[src/rtl/vga_timing_pkg.sv]
// rtl/vga_timing_pkg.sv - VGA 640x480@60 timing constants and scanout types
package vga_timing_pkg;

  // Default 640x480@60 timing
  localparam int H_ACTIVE_D = 640;
  localparam int H_FP_D     = 16;
  localparam int H_SYNC_D   = 96;
  localparam int H_BP_D     = 48;
  localparam int V_ACTIVE_D = 480;
  localparam int V_FP_D     = 10;
  localparam int V_SYNC_D   = 2;
  localparam int V_BP_D     = 33;

  localparam int H_TOTAL_D  = H_ACTIVE_D + H_FP_D + H_SYNC_D + H_BP_D;
  localparam int V_TOTAL_D  = V_ACTIVE_D + V_FP_D + V_SYNC_D + V_BP_D;

  // Sync windows are half-open: [start, end)
  localparam int HS_START_D = H_ACTIVE_D + H_FP_D;
  localparam int HS_END_D   = HS_START_D + H_SYNC_D;
  localparam int VS_START_D = V_ACTIVE_D + V_FP_D;
  localparam int VS_END_D   = VS_START_D + V_SYNC_D;

  // Picture placement: 256 source columns doubled to 512 screen columns
  localparam int          X_OFFSET_D   = 64;
  localparam int          SCALED_W     = 512;
  localparam logic [7:0]  BORDER_IDX_D = 8'h0F;

  // Counter width covers 800 columns and 525 lines
  localparam int CNT_W = 10;

  // Per-pixel flags carried from the counter stage to the output stage
  typedef struct packed {
    logic active;
    logic in_window;
    logic hsync_n;
    logic vsync_n;
    logic vblank;
  } scan_flags_t;

  localparam scan_flags_t FLAGS_IDLE = '{
    active: 1'b0, in_window: 1'b0, hsync_n: 1'b1, vsync_n: 1'b1, vblank: 1'b0
  };

  // True when lo <= x < hi
  function automatic logic in_span(input logic [CNT_W-1:0] x,
                                   input logic [CNT_W-1:0] lo,
                                   input logic [CNT_W-1:0] hi);
    return (x >= lo) && (x < hi);
  endfunction

endpackage

[src/rtl/vga_timing_counter.sv]
// rtl/vga_timing_counter.sv - h/v raster counters, raw sync/active flags, frame_start
module vga_timing_counter
  import vga_timing_pkg::*;
#(
  parameter int H_ACTIVE = H_ACTIVE_D,
  parameter int H_FP     = H_FP_D,
  parameter int H_SYNC   = H_SYNC_D,
  parameter int H_BP     = H_BP_D,
  parameter int V_ACTIVE = V_ACTIVE_D,
  parameter int V_FP     = V_FP_D,
  parameter int V_SYNC   = V_SYNC_D,
  parameter int V_BP     = V_BP_D
) (
  input  logic             clk,
  input  logic             rst,
  input  logic             pix_en,
  output logic [CNT_W-1:0] h_cnt,
  output logic [CNT_W-1:0] v_cnt,
  output logic             active,
  output logic             hsync_n,
  output logic             vsync_n,
  output logic             vblank,
  output logic             frame_start
);

  localparam logic [CNT_W-1:0] H_LAST   = CNT_W'(H_ACTIVE + H_FP + H_SYNC + H_BP - 1);
  localparam logic [CNT_W-1:0] V_LAST   = CNT_W'(V_ACTIVE + V_FP + V_SYNC + V_BP - 1);
  localparam logic [CNT_W-1:0] H_ACT    = CNT_W'(H_ACTIVE);
  localparam logic [CNT_W-1:0] V_ACT    = CNT_W'(V_ACTIVE);
  localparam logic [CNT_W-1:0] HS_START = CNT_W'(H_ACTIVE + H_FP);
  localparam logic [CNT_W-1:0] HS_END   = CNT_W'(H_ACTIVE + H_FP + H_SYNC);
  localparam logic [CNT_W-1:0] VS_START = CNT_W'(V_ACTIVE + V_FP);
  localparam logic [CNT_W-1:0] VS_END   = CNT_W'(V_ACTIVE + V_FP + V_SYNC);

  logic h_wrap;
  logic v_wrap;

  assign h_wrap = (h_cnt == H_LAST);
  assign v_wrap = (v_cnt == V_LAST);

  // Raster position advances one pixel per strobe; frame_start marks the (0,0) wrap
  always_ff @(posedge clk) begin
    if (rst) begin
      h_cnt       <= '0;
      v_cnt       <= '0;
      frame_start <= 1'b0;
    end else begin
      frame_start <= pix_en && h_wrap && v_wrap;
      if (pix_en) begin
        if (h_wrap) begin
          h_cnt <= '0;
          v_cnt <= v_wrap ? '0 : v_cnt + 1'b1;
        end else begin
          h_cnt <= h_cnt + 1'b1;
        end
      end
    end
  end

  assign active  = (h_cnt < H_ACT) && (v_cnt < V_ACT);
  assign hsync_n = !in_span(h_cnt, HS_START, HS_END);
  assign vsync_n = !in_span(v_cnt, VS_START, VS_END);
  assign vblank  = (v_cnt >= V_ACT);

endmodule

[src/rtl/vga_frame_scanout.sv]
// rtl/vga_frame_scanout.sv - frame-buffer read, 2x scale, centring and VGA output alignment
module vga_frame_scanout
  import vga_timing_pkg::*;
#(
  parameter int         H_ACTIVE   = H_ACTIVE_D,
  parameter int         H_FP       = H_FP_D,
  parameter int         H_SYNC     = H_SYNC_D,
  parameter int         H_BP       = H_BP_D,
  parameter int         V_ACTIVE   = V_ACTIVE_D,
  parameter int         V_FP       = V_FP_D,
  parameter int         V_SYNC     = V_SYNC_D,
  parameter int         V_BP       = V_BP_D,
  parameter int         X_OFFSET   = X_OFFSET_D,
  parameter logic [7:0] BORDER_IDX = BORDER_IDX_D
) (
  input  logic       clk,
  input  logic       rst,
  input  logic       pix_en,
  output logic [8:0] rd_addr_row,
  output logic [8:0] rd_addr_col,
  output logic       rd_en,
  input  logic [7:0] rd_data,
  output logic       vga_hsync,
  output logic       vga_vsync,
  output logic       vga_de,
  output logic [7:0] vga_color_idx,
  output logic       vblank,
  output logic       frame_start
);

  localparam logic [CNT_W-1:0] WIN_START = CNT_W'(X_OFFSET);
  localparam logic [CNT_W-1:0] WIN_END   = CNT_W'(X_OFFSET + SCALED_W);
  localparam logic [CNT_W-1:0] V_ACT     = CNT_W'(V_ACTIVE);

  logic [CNT_W-1:0] h_cnt;
  logic [CNT_W-1:0] v_cnt;
  logic             raw_active;
  logic             raw_hsync_n;
  logic             raw_vsync_n;
  logic             raw_vblank;
  logic             in_window;
  logic [8:0]       col_next;
  logic [8:0]       row_next;
  scan_flags_t      s1;
  logic [7:0]       pix_hold;

  vga_timing_counter #(
    .H_ACTIVE (H_ACTIVE),
    .H_FP     (H_FP),
    .H_SYNC   (H_SYNC),
    .H_BP     (H_BP),
    .V_ACTIVE (V_ACTIVE),
    .V_FP     (V_FP),
    .V_SYNC   (V_SYNC),
    .V_BP     (V_BP)
  ) u_timing (
    .clk         (clk),
    .rst         (rst),
    .pix_en      (pix_en),
    .h_cnt       (h_cnt),
    .v_cnt       (v_cnt),
    .active      (raw_active),
    .hsync_n     (raw_hsync_n),
    .vsync_n     (raw_vsync_n),
    .vblank      (raw_vblank),
    .frame_start (frame_start)
  );

  // Each source pixel covers two screen columns and two screen lines
  assign in_window = in_span(h_cnt, WIN_START, WIN_END) && (v_cnt < V_ACT);
  assign col_next  = 9'((h_cnt - WIN_START) >> 1);
  assign row_next  = 9'(v_cnt >> 1);

  // Stage 1: issue the frame-buffer read and capture the flags for this pixel
  always_ff @(posedge clk) begin
    if (rst) begin
      s1          <= FLAGS_IDLE;
      rd_en       <= 1'b0;
      rd_addr_row <= '0;
      rd_addr_col <= '0;
    end else begin
      rd_en <= pix_en && in_window;
      if (pix_en) begin
        s1.active    <= raw_active;
        s1.in_window <= in_window;
        s1.hsync_n   <= raw_hsync_n;
        s1.vsync_n   <= raw_vsync_n;
        s1.vblank    <= raw_vblank;
        if (in_window) begin
          rd_addr_row <= row_next;
          rd_addr_col <= col_next;
        end
      end
    end
  end

  // Capture the returned pixel one clk after the request, independent of the strobe
  always_ff @(posedge clk) begin
    if (rst) begin
      pix_hold <= '0;
    end else if (rd_en) begin
      pix_hold <= rd_data;
    end
  end

  // Stage 2: drive the VGA outputs so sync, enable and colour leave together
  always_ff @(posedge clk) begin
    if (rst) begin
      vga_hsync     <= 1'b1;
      vga_vsync     <= 1'b1;
      vga_de        <= 1'b0;
      vga_color_idx <= '0;
      vblank        <= 1'b0;
    end else if (pix_en) begin
      vga_hsync <= s1.hsync_n;
      vga_vsync <= s1.vsync_n;
      vga_de    <= s1.active;
      vblank    <= s1.vblank;
      if (s1.in_window) begin
        vga_color_idx <= pix_hold;
      end else if (s1.active) begin
        vga_color_idx <= BORDER_IDX;
      end else begin
        vga_color_idx <= '0;
      end
    end
  end

endmodule
[config.mk]
export PLATFORM = sky130hd
export DESIGN_NAME = vga_frame_scanout
export DESIGN_NICKNAME = d
export VERILOG_FILES = /design/src/rtl/vga_timing_pkg.sv /design/src/rtl/vga_timing_counter.sv /design/src/rtl/vga_frame_scanout.sv
export SDC_FILE = /design/constraint.sdc
export NUM_CORES = 1
export LEC_CHECK = 0
export ABC_AREA = 1
export BUFFER_PORTS_ARGS = -buffer_cell sky130_fd_sc_hd__buf_2
export CAP_MARGIN = 20
export CORE_UTILIZATION = 50
export CTS_CLUSTER_SIZE = 28
export DETAILED_ROUTE_END_ITERATION = 12
export PLACE_DENSITY = 0.71
export SYNTH_ARGS = -nofsm -noshare
export SYNTH_HDL_FRONTEND = slang
export SYNTH_HIERARCHICAL = 1
export SYNTH_SLANG_ARGS = --single-unit
[constraint.sdc]
create_clock -name clk -period 2.3 [get_ports clk]
set_input_delay 0 -clock clk [delete_from_list [all_inputs] [get_ports clk]]
set_output_delay 0 -clock clk [all_outputs]
set_load 0.05 [all_outputs]
After elaboration in Yosys (flattened, before gate mapping)

Cells that the tools add are included.

Add/sub/neg operators: 3
$lt $le $gt $ge: 9
Eq/ne operators: 2
Multiplexer cells: 4
Reduce and logical (&&, ||, !) cells: 12

Operators by type and width:

| operator                                                            | number |
|---|---|
| < comparator 10 bit (second input constant)                         | 3 |
| adder 10 x 1 -> 10 bit (second input constant)                      | 2 |
| equality test 10 bit (second input constant)                        | 2 |
| greater-or-equal comparator 10 x 9 -> 1 bit (second input constant) | 2 |
| < comparator 10 x 9 -> 1 bit (second input constant)                | 2 |
| two-way mux 10 bit                                                  | 2 |
| greater-or-equal comparator 10 bit (second input constant)          | 1 |
| greater-or-equal comparator 10 x 7 -> 1 bit (second input constant) | 1 |
| subtractor 10 x 7 -> 10 bit (second input constant)                 | 1 |
| logical AND 1 bit                                                   | 8 |
| two-way mux 8 bit                                                   | 1 |
| two-way mux 4 bit                                                   | 1 |
| AND reduction 2 bit                                                 | 2 |
| zero test 1 bit                                                     | 2 |

Register bits after elaboration: 65
Bits of input ports: 11
Logic and storage cells: 47

Depth between registers and ports, before layout

Gate-level depths: netlist of the first run.

Word-level depth: 4
Mapped depth: 10

Modules after synthesis

Netlist of the first run, hierarchy kept.

Modules (own cells, without submodules):

| module             | times used | cells an instance | area an instance (µm²) | seq. area each (µm²) |
|---|---|---|---|---|
| vga_frame_scanout  | 1          | 250               | 1830.5                 | 880.8 |
| vga_timing_counter | 1          | 197               | 1268.7                 | 420.4 |

Worst setup path after synthesis of the first run

Ideal clock, no wire load.

Kind: register to register
Start point: register u_timing.h_cnt[6]
End point: register rd_addr_col[0]
Setup time: 117 ps
Arrival time: 1327 ps
Path slack: 857 ps
Cell stages (with the launch flop): 10
Buffers on the path: 1
Cell sequence: dfxtp_1 > inv_1 > ha_1 > nand2_1 > nand2_1 > nand2_2 > nor2_8 > buf_6 > a21oi_1 > nor2_1

Cells in the longest elaborated chain, start to end: 4
Elaborated cells on any way between the ends: 5
Those cells by class: order compare (2); reduce/logical (3)

RTL lines:

| item                                                                               | line                     | text |
|---|---|---|
| from (decl)                                                                        | vga_timing_counter.sv:17 | `output logic [CNT_W-1:0] h_cnt,` |
| from (signal assigned)                                                             | vga_timing_counter.sv:54 | `h_cnt <= h_cnt + 1'b1;` |
| greater-or-equal comparator 10 x 7 -> 1 bit or < comparator 10 bit (tied branches) | vga_timing_pkg.sv:48     | `return (x >= lo) && (x < hi);` |
| logical AND 1 bit *                                                                | vga_timing_pkg.sv:48     |  |
| logical AND 1 bit *                                                                | vga_frame_scanout.sv:70  | `assign in_window = in_span(h_cnt, WIN_START, WIN_END) && (v_cnt < V_ACT);` |
| AND reduction 2 bit (no source line) *                                             | n/a                      |  |
| to (signal assigned)                                                               | vga_frame_scanout.sv:91  | `rd_addr_col <= col_next;` |
| to (decl)                                                                          | vga_frame_scanout.sv:20  | `output logic [8:0] rd_addr_col,` |

Mark *: on every way between the ends. The rest lies on a longest branch, timed or not.
A chain may end at the register's enable or synchronous reset.

Worst setup path after layout of the first run

Start point: register u_timing.h_cnt[6]
End point: register rd_addr_row[8]

Cells in the longest elaborated chain, start to end: 4
Elaborated cells on any way between the ends: 5
Those cells by class: order compare (2); reduce/logical (3)

RTL lines:

| item                                                                               | line                    | text |
|---|---|---|
| greater-or-equal comparator 10 x 7 -> 1 bit or < comparator 10 bit (tied branches) | vga_timing_pkg.sv:48    |  |
| logical AND 1 bit *                                                                | vga_timing_pkg.sv:48    |  |
| logical AND 1 bit *                                                                | vga_frame_scanout.sv:70 |  |
| AND reduction 2 bit (no source line) *                                             | n/a                     |  |
| to (signal assigned)                                                               | vga_frame_scanout.sv:90 | `rd_addr_row <= row_next;` |
| to (decl)                                                                          | vga_frame_scanout.sv:19 | `output logic [8:0] rd_addr_row,` |

Marks and branches as above.

==> results.sh, run 1 <==
export IMPL_drc_errors=0
export IMPL_root_buffer="clkbuf_8"
export IMPL_num_vias=2932
export IMPL_syn_area_per_cell_um2=6.93
export IMPL_path_class="reg -> reg"
export IMPL_max_freq_mhz=539
export IMPL_fin_hold_ws_ns=0.0578
export IMPL_cp_arrival_ns=2.08
export IMPL_maxCapViolCount=0
export IMPL_worst_setup_path_start_kind="flop"
export IMPL_cpPeakStageDelay_ns=0.47
export IMPL_cts_num_sinks=65
export IMPL_detail_route_antenna_nets=0
export IMPL_setup_tns_ns=0
export IMPL_post_cts_buffers=0
export IMPL_synth_ff_type="dfxtp_1"
export IMPL_ir_drop_uv=507
export IMPL_syn_num_nets=465
export IMPL_synth_seq_area_share_pct=42.0
export IMPL_synth_cells=447
export IMPL_start_util_pct=52.0
export IMPL_grt_max_degree=36
export IMPL_core_um2=5960
export IMPL_gp_congestion=0.828
export IMPL_area_growth_pct=16.2
export IMPL_cp_common_cell="nand2_1"
export IMPL_post_cts_resized=0
export IMPL_io_pins=43
export IMPL_path_max_fanout=35
export IMPL_numCtsBuffers=9
export IMPL_drt_iter0_drc=175
export IMPL_grt_pass1_vias=2703
export IMPL_track_usage_pct=23.6
export IMPL_ys_ff_latch=65
export IMPL_power_density_nw_per_um2=653
export IMPL_viasPerCell=5.12
export IMPL_yosysTopAreaCellShare_pct=42.0
export IMPL_worstPathRequired_ns=2.52
export IMPL_crit_chain="inv_1, ha_1, nand2_1, nor2_1, nand2_2, nand2_1, nand2_1, nor2_1"
export IMPL_first_pass_iters=4
export IMPL_antenna_found_initial=0
export IMPL_die_area_um2=6520
export IMPL_final_area_um2=3600
export IMPL_setup_slack_ns=0.445
export IMPL_drive_gt1_share_pct=14.7
export IMPL_p_leak_uw=0.00156
export IMPL_wl_met3_um=325
export IMPL_place_hpwl_mm=4.58
export IMPL_clk_latency_ns=0.34
export IMPL_port_buffer_count=42
export IMPL_placed_area_um2=3300
export IMPL_routed_top_layer="met4"
export IMPL_synth_commonest_cells="nand2_1 (99), nor2_1 (83), dfxtp_1 (65)"
export IMPL_period_needed_ns=1.85
export IMPL_cp_buffers_inverters=1
export IMPL_maxSlewHeadroom_pct=61.1
export IMPL_die_y_um=80.7
export IMPL_critPathTopFamily="simple AND/OR/NAND/NOR gates"
export IMPL_final_max_slew_violation_count=0
export IMPL_final_setup_viol_count=0
export IMPL_finClkSkew_ns=0.00630
export IMPL_place_ws_ns=0.467
export IMPL_rsz0062_at_grt="false"
export IMPL_wl_met1_mm=3.20
export IMPL_fp_dieW_um=80.7
export IMPL_synth_cell_type_count=34
export IMPL_synthArstFlopShare_pct=0
export IMPL_gr_total_overflow=0
export IMPL_cts_hold_repair_buffers=8
export IMPL_antenna_cells=0
export IMPL_worstMarginPinSlew_ns=0.582
export IMPL_instances_no_fill=573
export IMPL_htreeDepth=3
export IMPL_outcome="completed"
export IMPL_synth_top_cell_by_area="dfxtp_1"
export IMPL_hold_class="in -> reg"
export IMPL_yosys_warnings=6
export IMPL_row_count=28
export IMPL_synth_edf_count=0
export IMPL_path_clk_slew_ns=0.07
export IMPL_netlist_top_cells_area="dfxtp_1 (42%), nand2_1 (12%), nor2_1 (10%)"
export IMPL_grt_pass1_wl_mm=11.8
export IMPL_synth_area_um2=3100
export IMPL_fin_crit_sh_pct=80.6
export IMPL_finalHoldViolCount=0
export IMPL_met2WireLength_mm=3.33
export IMPL_crit_path_top_delay_cell="dfxtp_1"
export IMPL_cts_buffer_depth=2
export IMPL_synth_most_common_cell="nand2_1"
export IMPL_end_kind="flop"
export IMPL_wl_mm=6.96
export IMPL_wl_per_cell_um=12.1
export IMPL_nets=512
export IMPL_cts_tree="built"
export IMPL_place_inst=550
-- cells in the final DEF, fill, tap and decap left out, types with 2 or more instances in the layout --
cell type,count
nand4_1,9
dfxtp_1,65
nor2_4,2
a21oi_1,29
nor3_1,4
xnor2_1,2
clkinv_1,2
inv_2,3
nor2_2,2
nand3_1,45
dlygate4sd3_1,8
o21ai_0,11
buf_2,42
ha_1,7
clkbuf_8,10
xor2_1,2
clkinvlp_4,2
nor2_1,83
nand2_2,5
nand2_1,99
a31oi_1,5
bufinv_16,2
inv_1,46
-- where the power goes --
group	leakage [uW]	total, uW	switching, uW	internal [uW]
Clock	0.000104	1070	435	631
Combinational	0.000933	137	95.2	41.7
Sequential	0.000526	1150	10.1	1140
Total	0.00156	2350	540	1810
-- flip-flops by register name, indices dropped and copies added, names as in the netlist --
register	cells
u_timing/v_cnt	10
vga_vsync	1
rd_addr_col	9
vga_hsync	1
rd_addr_row	9
vga_de	1
pix_hold	8
rd_en	1
u_timing/frame_start	1
u_timing/h_cnt	10
s1	5
vga_color_idx	8
vblank	1
-- worst register-to-register path, delay by kind of cell (launching register included) --
family                   cells  cell delay, ns
AND/OR/NAND/NOR              6            0.92
flip-flops                   1            0.47
adder cells (fa/ha/maj)      1            0.24
buffers and inverters        1            0.12
-- final cells by class --
type / instances / area [um2]
sequential: 65 / 1300
inverter: 52 / 198
clock inverter: 5 / 80.1
multi-input combinational: 315 / 1490
fill: 600 / 2350
tap: 75 / 93.8
clock buffer: 10 / 138
timing repair buffer: 51 / 298
-- layer usage --
layer / up-vias / track usage (%)
met2: 66 / 40.7
li1: 1525 / -
met4: 0 / 9.29
met1: 1332 / 26.9
met3: 9 / 7.87
met5: - / 0
-- worst paths after layout --
kind	start	end	slack (ns)	cells after the start
setup / recovery	u_timing/h_cnt[6]	rd_addr_row[8]	0.45	8
hold / removal	rst	u_timing/h_cnt[2]	0.06	2
setup reg to reg	u_timing/h_cnt[6]	rd_addr_row[8]	0.45	8
hold reg to reg	rd_addr_row[8]	rd_addr_row[8]	0.44	2
-- cell families after synthesis --
logic type      Yosys count  synth area share, %
compound gates           50                 8.72
buf+inv                  67                 9.81
simple gates            254                 35.5
flops                    65                 42.0
xor+xnor                  4                 1.13
fa+ha+maj                 7                 2.83
-- per-stage QoR --
| step | total power [uW] | utilization (%) |
|---|---|---|
| CTS | 2380 | 60.5 |
| detailed placement | 1300 | 55.5 |
| global route | 2440 | 60.5 |
| global placement | 1300 | 55.5 |
| floorplan | 1270 | - |
| finish | 2350 | 60.5 |
No activity file was read; power rests on OpenSTA's default activity.
==> run 2: changes to the inputs <==
Settings changed: PLACE_DENSITY 0.71 to 0.74.
Clock period 2.3 ns to 1.7 ns, I/O delays scaled along.
==> results.sh, run 2 (synthesis gave the netlist of run 1 again) <==
export IMPL_cts_tree="built"
export IMPL_drc_errors=0
export IMPL_clk_latency_ns=0.35
export IMPL_hold_depth=3
export IMPL_power_density_nw_per_um2=820
export IMPL_final_max_slew_violation_count=0
export IMPL_cpPeakStageDelay_ns=0.38
export IMPL_setup_slack_ns=0.144
export IMPL_r2r_end="rd_addr_row[2]"
export IMPL_place_hpwl_mm=5.05
export IMPL_rsz0062_at_grt="false"
export IMPL_worst_setup_path_start_kind="flop"
export IMPL_p_leak_uw=0.00166
export IMPL_path_max_fanout=5
export IMPL_top_regs="u_timing/h_cnt: 10 flops, u_timing/v_cnt: 10 flops"
export IMPL_worstPathRequired_ns=1.94
export IMPL_nets=530
export IMPL_crit_chain="inv_1, ha_1, nand2_1, nand2_1, nand2_2, nor2_8, buf_4, a21oi_1, nor2_1"
export IMPL_area_growth_pct=21.1
export IMPL_antenna_cells=0
export IMPL_cp_buffers_inverters=2
export IMPL_worstMarginPinSlew_ns=0.359
export IMPL_die_y_um=80.7
export IMPL_num_vias=3031
export IMPL_maxSlewHeadroom_pct=76.0
export IMPL_root_buffer="clkbuf_8"
export IMPL_grt_pass1_vias=2648
export IMPL_outcome="completed"
export IMPL_htreeDepth=3
export IMPL_core_um2=5960
export IMPL_drive_gt1_share_pct=17.8
export IMPL_viasPerCell=5.12
export IMPL_place_ws_ns=0.0700
export IMPL_detail_route_antenna_nets=0
export IMPL_finClkSkew_ns=0.00922
export IMPL_min_to="vga_hsync"
export IMPL_layout_commonest_cell="nand2_1"
export IMPL_wl_mm=7.32
export IMPL_period_needed_ns=1.56
export IMPL_grt_max_degree=28
export IMPL_finalHoldViolCount=0
export IMPL_cp_arrival_ns=1.79
export IMPL_die_area_um2=6520
export IMPL_reg2reg_depth=9
export IMPL_fin_crit_sh_pct=91.5
export IMPL_numCtsBuffers=9
export IMPL_path_clk_slew_ns=0.07
export IMPL_layout_common_cells="nand2_1 (99), nor2_1 (82), dfxtp_1 (65)"
export IMPL_fp_dieW_um=80.7
export IMPL_ir_drop_uv=615
export IMPL_critPathTopFamily="simple AND/OR/NAND/NOR gates"
export IMPL_maxCapViolCount=0
export IMPL_drt_iter0_drc=161
export IMPL_gr_total_overflow=0
export IMPL_cts_buffer_depth=2
export IMPL_cp_common_cell="nand2_1"
export IMPL_hold_class="in -> reg"
export IMPL_port_buffer_count=42
export IMPL_row_count=28
export IMPL_nFillCells=551
export IMPL_gp_congestion=0.859
export IMPL_first_pass_iters=4
export IMPL_cts_num_sinks=65
export IMPL_path_class="reg -> reg"
export IMPL_min_from="pix_en"
export IMPL_multi_input_area_um2=1510
export IMPL_end_kind="flop"
export IMPL_final_setup_viol_count=0
export IMPL_wl_per_cell_um=12.4
export IMPL_antenna_found_initial=0
export IMPL_max_freq_mhz=643
export IMPL_setup_tns_ns=0
export IMPL_io_pins=43
export IMPL_track_usage_pct=24.0
export IMPL_crit_path_top_delay_cell="dfxtp_1"
export IMPL_seqCellArea_um2=1300
export IMPL_reg2reg_setup_slack_ns=0.14
export IMPL_r2r_start="u_timing/h_cnt[6]"
export IMPL_grt_pass1_wl_mm=12.0
export IMPL_start_util_pct=52.0
-- run 2: cell types whose count changed in the layout (fill, tap and decap cells not counted) --
cell | before | now
dlygate4sd3_1 | 8 | 9
ha_1 | 7 | 6
nor2_2 | 2 | 3
clkbuf_1 | 0 | 1
buf_12 | 0 | 2
buf_4 | 1 | 15
nor2_1 | 83 | 82
ha_2 | 0 | 1
clkinv_2 | 1 | 2
nand2_4 | 0 | 1
bufinv_16 | 2 | 1
-- run 2: per-layer routing --
layer	routed length, um	global-route usage (%)	vias up	share of wire [%]
met5	0	0	-	0
met4	165	11.4	0	2.3
met3	308	6.85	22	4.2
met2	3510	38.4	81	48
met1	3330	29.6	1371	46
li1	-	-	1557	-
-- run 2: worst register-to-register path, delay by kind of cell (launching register included) --
family / cells / cell delay [ns]
buffers and inverters: 2 / 0.24
AOI/OAI and AO/OA: 1 / 0.18
and+or+nand+nor: 5 / 0.43
adders and majority gates: 1 / 0.23
DFF: 1 / 0.38
-- run 2: final cells by class --
class                      instances  share of cell area [%]
sequential                        65                    34.7
tap                               75                    2.50
clock buffer                      11                    3.77
timing repair buffer              68                    12.1
multi-input combinational        316                    40.2
inverter                          52                    5.27
clock inverter                     5                    1.47
-- run 2: worst max path at each step --
stage / from / to / slack, ns / cells after the start
after global placement: u_timing/h_cnt[7] / rd_addr_row[5] / 0.13 / 8
after detailed placement: u_timing/h_cnt[7] / rd_addr_row[7] / 0.07 / 8
after floorplan: u_timing/h_cnt[6] / rd_addr_col[0] / 0.26 / 9
final: u_timing/h_cnt[6] / rd_addr_row[2] / 0.14 / 9
after global routing: u_timing/h_cnt[6] / rd_addr_row[2] / 0.009 / 9
after CTS: u_timing/h_cnt[6] / rd_addr_col[2] / 0.07 / 8
-- run 2: report_power, final --
part / internal, uW / leakage (uW) / switching [uW]
Combinational: 74.3 / 0.00103 / 137
Clock: 712 / 0.0000953 / 601
Sequential: 1540 / 0.000526 / 11.6
-- run 2: repair_timing --
action	in CTS	in global routing
hold endpoints to repair	12	0
setup endpoints to repair	0	20
gates resized for setup	0	3
buffers inserted	0	2
hold buffers	9	0
-- run 2: through the flow --
step	cells	instance area [um2]	total power, uW	hold slack (ns)	utilization, %
2_1_floorplan	447	3100	1720	0.0691	-
3_3_place_gp	564	3430	1770	0.222	57.7
3_5_place_dp	564	3430	1780	0.233	57.7
4_1_cts	589	3720	3090	0.0124	62.5
5_1_grt	592	3750	3200	0.0305	63.0
6_report	592	3750	3080	0.0183	63.0
==> run 3: changes to the inputs <==
Settings changed: HOLD_SLACK_MARGIN set to 0.03, RECOVER_POWER set to 25.
==> results.sh, run 3 (synthesis gave the netlist of run 1 again) <==
export IMPL_r2r_start="u_timing/h_cnt[6]"
export IMPL_track_usage_pct=24.1
export IMPL_end_kind="flop"
export IMPL_postLayoutCoreUtil_pct=62.7
export IMPL_viasPerCell=5.16
export IMPL_period_needed_ns=1.56
export IMPL_hold_class="in -> reg"
export IMPL_num_vias=3060
export IMPL_ir_drop_uv=615
export IMPL_layout_commonest_cell="nand2_1"
export IMPL_maxCapViolCount=0
export IMPL_multi_input_area_um2=1510
export IMPL_clk_latency_ns=0.35
export IMPL_numCtsBuffers=9
export IMPL_finalHoldViolCount=0
export IMPL_setup_slack_ns=0.137
export IMPL_final_setup_viol_count=0
export IMPL_rsz0062_at_grt="false"
export IMPL_worst_setup_path_start_kind="flop"
export IMPL_place_inst=564
export IMPL_start_util_pct=52.0
export IMPL_gp_congestion=0.859
export IMPL_min_from="rd_data[7]"
export IMPL_port_buffer_count=42
export IMPL_wl_per_cell_um=12.4
export IMPL_path_clk_slew_ns=0.07
export IMPL_outcome="completed"
export IMPL_critPathTopFamily="simple AND/OR/NAND/NOR gates"
export IMPL_drc_errors=0
export IMPL_die_y_um=80.7
export IMPL_setup_tns_ns=0
export IMPL_place_hpwl_mm=5.05
export IMPL_power_uw=3080
export IMPL_core_um2=5960
export IMPL_fp_dieW_um=80.7
export IMPL_antenna_cells=0
export IMPL_cp_arrival_ns=1.80
export IMPL_path_max_fanout=5
export IMPL_instances_no_fill=593
export IMPL_cts_tree="built"
export IMPL_nFillCells=570
export IMPL_worstMarginPinSlew_ns=0.603
export IMPL_drt_iter0_drc=154
export IMPL_crit_chain="inv_1, ha_1, nand2_1, nand2_1, nand2_2, nor2_8, buf_4, a21oi_1, nor2_1"
export IMPL_drive_gt1_share_pct=13.1
export IMPL_first_pass_iters=5
export IMPL_seqCellArea_um2=1300
export IMPL_area_growth_pct=20.4
export IMPL_cts_buffer_depth=2
export IMPL_worstPathRequired_ns=1.94
export IMPL_p_leak_uw=0.00156
export IMPL_detail_route_antenna_nets=0
export IMPL_grt_pass1_vias=2648
export IMPL_fin_crit_sh_pct=91.9
export IMPL_finClkSkew_ns=0.00873
export IMPL_power_density_nw_per_um2=824
export IMPL_path_class="reg -> reg"
export IMPL_cp_buffers_inverters=2
export IMPL_max_freq_mhz=640
export IMPL_layout_common_cells="nand2_1 (99), nor2_1 (82), dfxtp_1 (65)"
export IMPL_grt_pass1_wl_mm=12.0
export IMPL_row_count=28
export IMPL_antenna_found_initial=0
export IMPL_cts_num_sinks=65
export IMPL_cpPeakStageDelay_ns=0.38
export IMPL_cp_common_cell="nand2_1"
export IMPL_io_pins=43
export IMPL_root_buffer="clkbuf_8"
export IMPL_nets=531
export IMPL_die_area_um2=6520
export IMPL_place_ws_ns=0.0700
export IMPL_final_max_slew_violation_count=0
export IMPL_grt_max_degree=28
export IMPL_htreeDepth=3
export IMPL_crit_path_top_delay_cell="dfxtp_1"
export IMPL_top_regs="u_timing/h_cnt: 10 flops, u_timing/v_cnt: 10 flops"
export IMPL_gr_total_overflow=0
export IMPL_maxSlewHeadroom_pct=60.0
export IMPL_wl_mm=7.36
export IMPL_cp_startpoint="u_timing/h_cnt[6]"
-- run 3: cell type report --
type                            count  share of cell area (%)
Clock buffer                       11                    3.79
Timing Repair Buffer               69                    11.6
Clock inverter                      5                    1.48
Sequential cell                    65                    34.9
Tap cell                           75                    2.51
Inverter                           52                    5.30
Multi-Input combinational cell    316                    40.5
-- run 3: routing by layer --
| metal | wire length (um) | track usage [%] | part of all wire [%] | vias up |
|---|---|---|---|---|
| met1 | 3300 | 29.8 | 45 | 1391 |
| li1 | - | - | - | 1557 |
| met3 | 346 | 6.74 | 4.7 | 25 |
| met5 | 0 | 0 | 0 | - |
| met2 | 3490 | 38.7 | 47 | 87 |
| met4 | 218 | 11.3 | 3.0 | 0 |
-- run 3: path summary, 6_finish.rpt --
kind / slack [ns] / end / cells past startpoint
min reg2reg: 0.45 / rd_addr_row[8] / 2
min: 0.41 / pix_hold[7] / 4
max: 0.14 / rd_addr_row[2] / 9
max reg2reg: 0.14 / rd_addr_row[2] / 9
-- run 3: repair_timing --
action	in CTS	in global routing
endpoints found under the setup margin	0	20
resized for setup	0	3
buffers inserted	0	2
hold buffers	10	0
hold endpoints to repair	13	0
-- run 3: worst register-to-register path: cells and delay by family, from the launching register on --
family	cells	cell delay, ns
flip-flops	1	0.38
AND/OR/NAND/NOR	5	0.43
AO/OA/AOI/OAI	1	0.19
buffers and inverters	2	0.24
adder cells (fa/ha/maj)	1	0.23
-- run 3: power breakdown --
part	internal [uW]	leakage (uW)	total, uW	switching [uW]
Combinational	74.0	0.000936	211	138
Sequential	1540	0.000526	1550	11.8
Clock	712	0.0000953	1310	600
Total	2330	0.00156	3080	749
-- run 3: per-stage QoR --
| step | hold WS [ns] | instance area [um2] |
|---|---|---|
| floorplan | 0.0691 | 3100 |
| global placement | 0.222 | 3430 |
| detailed placement | 0.233 | 3430 |
| CTS | 0.406 | 3730 |
| global route | 0.413 | 3730 |
| finish | 0.412 | 3730 |
